## config.mk

```make
export PLATFORM = sky130hd
export DESIGN_NAME = simplex_angle_extract_flat
export DESIGN_NICKNAME = d
export VERILOG_FILES = /design/src/rtl/simplex_angle_extract_if.sv /design/src/rtl/simplex_angle_extract.sv /design/src/flat_wrapper.sv
export SDC_FILE = /design/constraint.sdc
export NUM_CORES = 1
export LEC_CHECK = 0
export ABC_CLOCK_PERIOD_IN_PS = 3500
export CORE_AREA = 5 5 303 305
export CTS_CLUSTER_DIAMETER = 60
export DETAILED_ROUTE_END_ITERATION = 8
export DIE_AREA = 0 0 308 310
export SYNTH_ARGS = -nofsm -noshare
export SYNTH_HDL_FRONTEND = slang
export SYNTH_SLANG_ARGS = --single-unit
export TNS_END_PERCENT = 10
```

## constraint.sdc

```tcl
create_clock -name clk -period 3.5 [get_ports clk]
set_input_delay 0.875 -clock clk [delete_from_list [all_inputs] [get_ports clk]]
set_output_delay 0.875 -clock clk [all_outputs]
set_load 0.03 [all_outputs]
```

## src/rtl/simplex_angle_extract_if.sv

```systemverilog
// Handshake bundle between simplex_angle_extract and the shared vectoring CORDIC.
// The master side issues operands and a start pulse; the slave side returns magnitude/angle.
`timescale 1ns/1ps
interface simplex_angle_extract_if #(
  parameter int DATA_WIDTH  = 16,
  parameter int ANGLE_WIDTH = 16
);
  logic                          cordic_vec_en;
  logic signed [DATA_WIDTH-1:0]  cordic_vec_xin_reg;
  logic signed [DATA_WIDTH-1:0]  cordic_vec_yin_reg;
  logic signed [DATA_WIDTH-1:0]  cordic_vec_xout;
  logic signed [ANGLE_WIDTH-1:0] cordic_vec_angle_out;
  logic                          cordic_vec_opvld;

  modport master (
    output cordic_vec_en, cordic_vec_xin_reg, cordic_vec_yin_reg,
    input  cordic_vec_xout, cordic_vec_angle_out, cordic_vec_opvld
  );

  modport slave (
    input  cordic_vec_en, cordic_vec_xin_reg, cordic_vec_yin_reg,
    output cordic_vec_xout, cordic_vec_angle_out, cordic_vec_opvld
  );
endinterface

```

## src/rtl/simplex_angle_extract.sv

```systemverilog
// Reduces one N_DIM vector to its N_DIM-1 hyperspherical angles through a shared
// vectoring CORDIC and stores them into one slot of the GSO angle bank.
`timescale 1ns/1ps
module simplex_angle_extract #(
  parameter int DATA_WIDTH  = 16,
  parameter int ANGLE_WIDTH = 16,
  parameter int N_DIM       = 7
) (
  input  logic                                        clk,
  input  logic                                        rst_n,
  input  logic                                        en,
  input  logic [2:0]                                  j_in,
  input  logic                                        clear,
  input  logic [DATA_WIDTH*N_DIM-1:0]                 w_in_flat,
  simplex_angle_extract_if.master                     cordic,
  output logic [ANGLE_WIDTH*(N_DIM-1)*(N_DIM-1)-1:0]  thetas_out_flat,
  output logic [DATA_WIDTH-1:0]                       norm_out,
  output logic                                        busy,
  output logic                                        done,
  output logic                                        err
);

  localparam int         K    = N_DIM - 1;
  localparam logic [2:0] K_M1 = 3'(K - 1);

  typedef enum logic [2:0] {
    S_IDLE,
    S_LOAD,
    S_VEC_EN,
    S_VEC_WAIT,
    S_DONE
  } state_t;

  state_t r_state;
  state_t w_state_nxt;

  logic signed [DATA_WIDTH-1:0]  r_w    [N_DIM];
  logic        [2:0]             r_j;
  logic        [2:0]             r_level;
  logic signed [DATA_WIDTH-1:0]  r_mag;
  logic signed [ANGLE_WIDTH-1:0] r_bank [K][K];
  logic        [DATA_WIDTH-1:0]  r_norm;
  logic                          r_err;
  logic                          r_done;
  logic                          r_busy;
  logic                          r_vec_en;
  logic signed [DATA_WIDTH-1:0]  r_xin;
  logic signed [DATA_WIDTH-1:0]  r_yin;

  logic       w_accept_en;
  logic       w_clear_bank;
  logic       w_load;
  logic       w_j_bad;
  logic       w_issue;
  logic       w_capture;
  logic       w_last;
  logic [2:0] w_xsel;

  always_ff @(posedge clk or negedge rst_n) begin
    if (!rst_n) r_state <= S_IDLE;
    else        r_state <= w_state_nxt;
  end

  always_comb begin
    w_state_nxt = r_state;
    case (r_state)
      S_IDLE:     if (en) w_state_nxt = S_LOAD;
      S_LOAD:     w_state_nxt = w_j_bad ? S_DONE : S_VEC_EN;
      S_VEC_EN:   w_state_nxt = S_VEC_WAIT;
      S_VEC_WAIT: if (cordic.cordic_vec_opvld) w_state_nxt = w_last ? S_DONE : S_VEC_EN;
      S_DONE:     w_state_nxt = S_IDLE;
      default:    w_state_nxt = S_IDLE;
    endcase
  end

  always_comb begin
    w_accept_en  = (r_state == S_IDLE) && en;
    w_clear_bank = (r_state == S_IDLE) && clear;
    w_load       = (r_state == S_LOAD);
    w_j_bad      = (j_in > K_M1);
    w_issue      = (r_state == S_VEC_EN);
    w_capture    = (r_state == S_VEC_WAIT) && cordic.cordic_vec_opvld;
    w_last       = (r_level == K_M1);
    w_xsel       = r_level + 3'd1;
  end

  // Level 0 vectors (w0,w1); later levels fold the running magnitude in as y.
  always_ff @(posedge clk or negedge rst_n) begin
    if (!rst_n) begin
      for (int unsigned i = 0; i < N_DIM; i++) r_w[i] <= '0;
      for (int unsigned a = 0; a < K; a++)
        for (int unsigned b = 0; b < K; b++) r_bank[a][b] <= '0;
      r_j      <= '0;
      r_level  <= '0;
      r_mag    <= '0;
      r_norm   <= '0;
      r_err    <= 1'b0;
      r_done   <= 1'b0;
      r_busy   <= 1'b0;
      r_vec_en <= 1'b0;
      r_xin    <= '0;
      r_yin    <= '0;
    end else begin
      r_done   <= (w_state_nxt == S_DONE);
      r_busy   <= (w_state_nxt != S_IDLE);
      r_vec_en <= w_issue;

      if (w_accept_en)           r_err <= 1'b0;
      else if (w_load && w_j_bad) r_err <= 1'b1;

      if (w_load) begin
        for (int unsigned i = 0; i < N_DIM; i++)
          r_w[i] <= w_in_flat[i*DATA_WIDTH +: DATA_WIDTH];
        r_j     <= j_in;
        r_level <= '0;
      end

      if (w_issue) begin
        if (r_level == 3'd0) begin
          r_xin <= r_w[0];
          r_yin <= r_w[1];
        end else begin
          r_xin <= r_w[w_xsel];
          r_yin <= r_mag;
        end
      end

      if (w_clear_bank) begin
        for (int unsigned a = 0; a < K; a++)
          for (int unsigned b = 0; b < K; b++) r_bank[a][b] <= '0;
      end else if (w_capture) begin
        r_bank[r_j][r_level] <= cordic.cordic_vec_angle_out;
      end

      if (w_capture) begin
        r_mag <= cordic.cordic_vec_xout;
        if (w_last) r_norm  <= cordic.cordic_vec_xout;
        else        r_level <= r_level + 3'd1;
      end
    end
  end

  always_comb begin
    thetas_out_flat = '0;
    for (int unsigned a = 0; a < K; a++)
      for (int unsigned b = 0; b < K; b++)
        thetas_out_flat[(a*K+b)*ANGLE_WIDTH +: ANGLE_WIDTH] = r_bank[a][b];
  end

  assign cordic.cordic_vec_en      = r_vec_en;
  assign cordic.cordic_vec_xin_reg = r_xin;
  assign cordic.cordic_vec_yin_reg = r_yin;
  assign norm_out                  = r_norm;
  assign busy                      = r_busy;
  assign done                      = r_done;
  assign err                       = r_err;

endmodule

```

## src/flat_wrapper.sv

```systemverilog
// flat-port wrapper written by rule: the top's interface ports become plain ports
module simplex_angle_extract_flat 
#(
  parameter int DATA_WIDTH  = 16,
  parameter int ANGLE_WIDTH = 16,
  parameter int N_DIM       = 7
)
  (clk, rst_n, en, j_in, clear, w_in_flat, thetas_out_flat, norm_out, busy, done, err, cordic_cordic_vec_en, cordic_cordic_vec_xin_reg, cordic_cordic_vec_yin_reg, cordic_cordic_vec_xout, cordic_cordic_vec_angle_out, cordic_cordic_vec_opvld);
  simplex_angle_extract_if #(.DATA_WIDTH(DATA_WIDTH), .ANGLE_WIDTH(ANGLE_WIDTH)) cordic_i ();
  input  logic clk;
  input  logic rst_n;
  input  logic en;
  input  logic [2:0] j_in;
  input  logic clear;
  input  logic [DATA_WIDTH*N_DIM-1:0] w_in_flat;
  output logic [ANGLE_WIDTH*(N_DIM-1)*(N_DIM-1)-1:0] thetas_out_flat;
  output logic [DATA_WIDTH-1:0] norm_out;
  output logic busy;
  output logic done;
  output logic err;
  output wire logic [$bits(cordic_i.cordic_vec_en)-1:0] cordic_cordic_vec_en;
  output wire logic [$bits(cordic_i.cordic_vec_xin_reg)-1:0] cordic_cordic_vec_xin_reg;
  output wire logic [$bits(cordic_i.cordic_vec_yin_reg)-1:0] cordic_cordic_vec_yin_reg;
  input wire logic [$bits(cordic_i.cordic_vec_xout)-1:0] cordic_cordic_vec_xout;
  input wire logic [$bits(cordic_i.cordic_vec_angle_out)-1:0] cordic_cordic_vec_angle_out;
  input wire logic [$bits(cordic_i.cordic_vec_opvld)-1:0] cordic_cordic_vec_opvld;
  assign cordic_cordic_vec_en = cordic_i.cordic_vec_en;
  assign cordic_cordic_vec_xin_reg = cordic_i.cordic_vec_xin_reg;
  assign cordic_cordic_vec_yin_reg = cordic_i.cordic_vec_yin_reg;
  assign cordic_i.cordic_vec_xout = cordic_cordic_vec_xout;
  assign cordic_i.cordic_vec_angle_out = cordic_cordic_vec_angle_out;
  assign cordic_i.cordic_vec_opvld = cordic_cordic_vec_opvld;
  simplex_angle_extract #(.DATA_WIDTH(DATA_WIDTH), .ANGLE_WIDTH(ANGLE_WIDTH), .N_DIM(N_DIM)) u_core (.clk(clk), .rst_n(rst_n), .en(en), .j_in(j_in), .clear(clear), .w_in_flat(w_in_flat), .cordic(cordic_i), .thetas_out_flat(thetas_out_flat), .norm_out(norm_out), .busy(busy), .done(done), .err(err));
endmodule
```

==> summary.txt <==
Status
  • Outcome: finished, final reports clean

Pwr
  • PD cells: 727 nW/um2
  • Sequential share of power: 35.9%
  • Maximum VDD drop: 0.550 mV
  • P_leak: 24.5 nW
  • Clk pwr share: 29.8%
  • Psw: 12.3 mW
  • P_int: 20.4 mW
  • Switching power share of the total: ~38%
  • Comb pwr share: about 34%

Place
  • Placer Congestion: approximately 0.84
  • Placed Area: about 42,000 um2
  • Post-DP HPWL: 87,600 um
  • Port bufs: 779

Synth
  • Post-synth ARST share: 100%
  • Simple-gate share of the synthesized area: roughly 15%
  • Adder-cell share of the synthesized area: 0.115%
  • Avg Inst Size Synth: 11.2 um2
  • Main combinational cell family by area after synthesis: multiplexers
  • XOR/XNOR share of the synthesized area: less than 1%
  • Syn nets: 3,067
  • Synth unique cells: 47
  • Synthesized cell area: between 30,000 and 40,000 um2
  • Synth Flop Type: dfrtp_1
  • Sequential area share after synthesis: 58.7%
  • Complex-gate fraction of the synthesized area: ~2.2%
  • Mapped Cells: 2,912
  • EDFF count, synth: 0
  • Yosys warns: 0
  • Post-synthesis mux area share: 19.7%
  • #FFs+latches synth: 765

Die
  • Io pins: 780
  • Core area: between 80,000 and 90,000 um2
  • Die width: 308 um
  • Die Span Y: 310 um
  • Initial core utilization: a little over a third
  • Full die area: 95,500 um2
  • Row count: 110

Worst setup path
  • Worst r2r src: u_core.r_level[0]$_DFF_PN0_
  • Critical Path AT: between 1.5 and 2 ns
  • Crit start category: register
  • Worst path slowest cell: clkdlybuf4s50_1
  • CP cell instances: clkdlybuf4s50_1
  • WS Path Type: register to output pin
  • Family with the most delay on the worst path: buffers and inverters
  • CP Capture Type: output pin
  • Req. time, crit path: 2.62 ns
  • Reg2reg end: u_core.cordic.cordic_vec_xin_reg[5]$_DFFE_PN0P_
  • Worst reg2reg path depth: 5
  • R2r setup slk: 0.72 ns
  • CP bufs+invs: 1
  • Critical path peak fanout: 2
  • Slowest cell delay on critical path: 0.77 ns

Route
  • Wirelength, routed: 126,000 um
  • Drt pass-1 iters: 5
  • ANT nets after route: 0
  • DR vias/cell: 5.02
  • WL/cell: between 20 and 30 um
  • DR vias: ~25k
  • DRT iter0 DRCs: roughly 1.9k
  • # DRC: 0

GRT
  • Number of global-route vias before repair: ~25k
  • Grt total ovfl: 0
  • Pin count of the biggest net entering global routing: 121
  • All-layer global routing usage: 25.4%
  • First-pass GRT wire length: 181,000 um
  • Initial antenna violation count: 6

Cells and area
  • Final core occ: 50.5%
  • FILL cells: 8,032
  • Area grow syn2layout: 37.9%
  • Multi-input logic area: around 12,000 um2
  • Final instance area: 45,000 um2
  • Layout cell share with drive strength beyond 1: 9.41%
  • Reg area: 19,100 um2
  • Max reg flops: 576
  • Most frequent cells in the layout: dfrtp_1, clkdlybuf4s50_1, mux2i_1, nor2_1, nand2_1
  • Most common cell after layout, fill and taps aside: dfrtp_1
  • Nets: between 3k and 4k

Timing
  • Fmax: 0.354 GHz
  • Worst Tran Pin Value: ~1 ns
  • Slew margin rel.: 34.9%
  • Final setup fails: 0
  • Max-slew violation count: 0
  • Clock skew: 0.0392 ns
  • Period utilization: 80.7%
  • Final setup TNS: 0 ns
  • Final Critical Period: 2.82 ns
  • RSZ-0062 raised after global routing: false
  • Final Hold Fails: 0

Clocking
  • TritonCTS buffer count: 89
  • Clk pin slew, worst setup/hold paths: 0.06 ns
  • Post-CTS Hold Buffers: 0
  • Num Clock Sinks: 765
  • Latest clock arrival within the worst-skew pair: 0.66 ns
  • Clk buf depth: 3
  • Post-CTS Setup Inserts: 0
  • Clock root buffer: clkbuf_16
  • Resized Gates After CTS: 0
  • CTS tree: done
  • H-tree levels: 3

Min path
  • Hold Path Class: input pin to async pin

Run
  • Max_cap viols: 0
==> synthesized netlist by cell type (all sizes together), types with 2 or more instances <==
cell	instances	share of area, %
o22ai	2	0.038
or4	2	0.069
and4bb	5	0.19
mux2	16	0.55
ha	3	0.12
a21o	16	0.37
clkbuf	166	1.9
a211oi	16	0.37
inv	3	0.035
buf	78	1.8
o22a	16	0.43
nor4	2	0.13
dfrtp	765	59
nand3	33	1.5
mux2i	624	19
a31oi	33	0.63
nor2b	4	0.077
nand2	450	5.2
nand2b	3	0.058
nor4b	5	0.32
nor2	599	6.9
o21ai	18	0.28
nor3	22	0.48
or3	16	0.31
nand4b	3	0.12
a21oi	4	0.061
==> power by group through the flow <==
| stage | clock (mW) | sequential (mW) | combinational [mW] |
|---|---|---|---|
| 2_1_floorplan | 0 | 13.3 | 5.02 |
| 3_3_place_gp | 0 | 11.8 | 11.2 |
| 3_5_place_dp | 0 | 11.9 | 11.2 |
| 4_1_cts | 9.94 | 11.7 | 11.3 |
| 5_1_grt | 10.3 | 12.0 | 12.0 |
| 6_report | 9.73 | 11.7 | 11.2 |
==> routing by layer <==
metal  vias up  GRT usage, %  part of all wire, %
met3       177          7.69                  8.0
met1     12500          32.9                   41
met5         -             0                0.028
met4         6          6.60                  2.9
met2       822          42.1                   48
li1      11100             -                    -
==> how the worst max path moves through the flow <==
| stage | startpoint | cells after the start | slack, ns | to |
|---|---|---|---|---|
| 2_1_floorplan | u_core.r_level[0]$_DFF_PN0_ | 11 | 0.63 | u_core.cordic.cordic_vec_xin_reg[10]$_DFFE_PN0P_ |
| 3_3_place_gp | cordic_cordic_vec_opvld | 6 | 0.58 | u_core.thetas_out_flat[396]$_DFFE_PN0P_ |
| 3_5_place_dp | cordic_cordic_vec_opvld | 6 | 0.52 | u_core.thetas_out_flat[391]$_DFFE_PN0P_ |
| 4_1_cts | u_core.thetas_out_flat[415]$_DFFE_PN0P_ | 1 | 0.60 | thetas_out_flat[415] |
| 5_1_grt | u_core.r_level[0]$_DFF_PN0_ | 5 | 0.48 | u_core.cordic.cordic_vec_xin_reg[12]$_DFFE_PN0P_ |
| 6_report | u_core.thetas_out_flat[303]$_DFFE_PN0P_ | 1 | 0.68 | thetas_out_flat[303] |
==> stage by stage <==
stage          cells  setup slack (ns)  hold slack (ns)  power, mW
6_report        4899             0.676            0.249       32.7
5_1_grt         4899             0.482            0.248       34.3
4_1_cts         4897             0.599            0.255       33.0
3_5_place_dp    4737             0.519            0.461       23.1
3_3_place_gp    4737             0.577            0.457       23.0
2_1_floorplan   2912             0.634            0.445       18.4
==> layout make-up <==
cell class	count	share of cell area (%)
multi-input combinational	1899	27.3
clock inverter	33	1.10
timing repair buffer	893	20.0
tap	1176	3.27
sequential	765	42.6
antenna	2	0.0111
inverter	4	0.0334
clock buffer	127	5.76
==> logic make-up (layout without fill, tap and decap cells) <==
family | count (synthesis) | after routing
AOI/OAI and AO/OA | 106 | 106
xor gates and xnor gates | 1 | 1
adders and majority gates | 3 | 3
buffers and inverters | 248 | 1057
DFF | 765 | 765
muxes | 640 | 640
other | 0 | 2
and+or+nand+nor | 1149 | 1149
(Power assumes the default switching activity.)
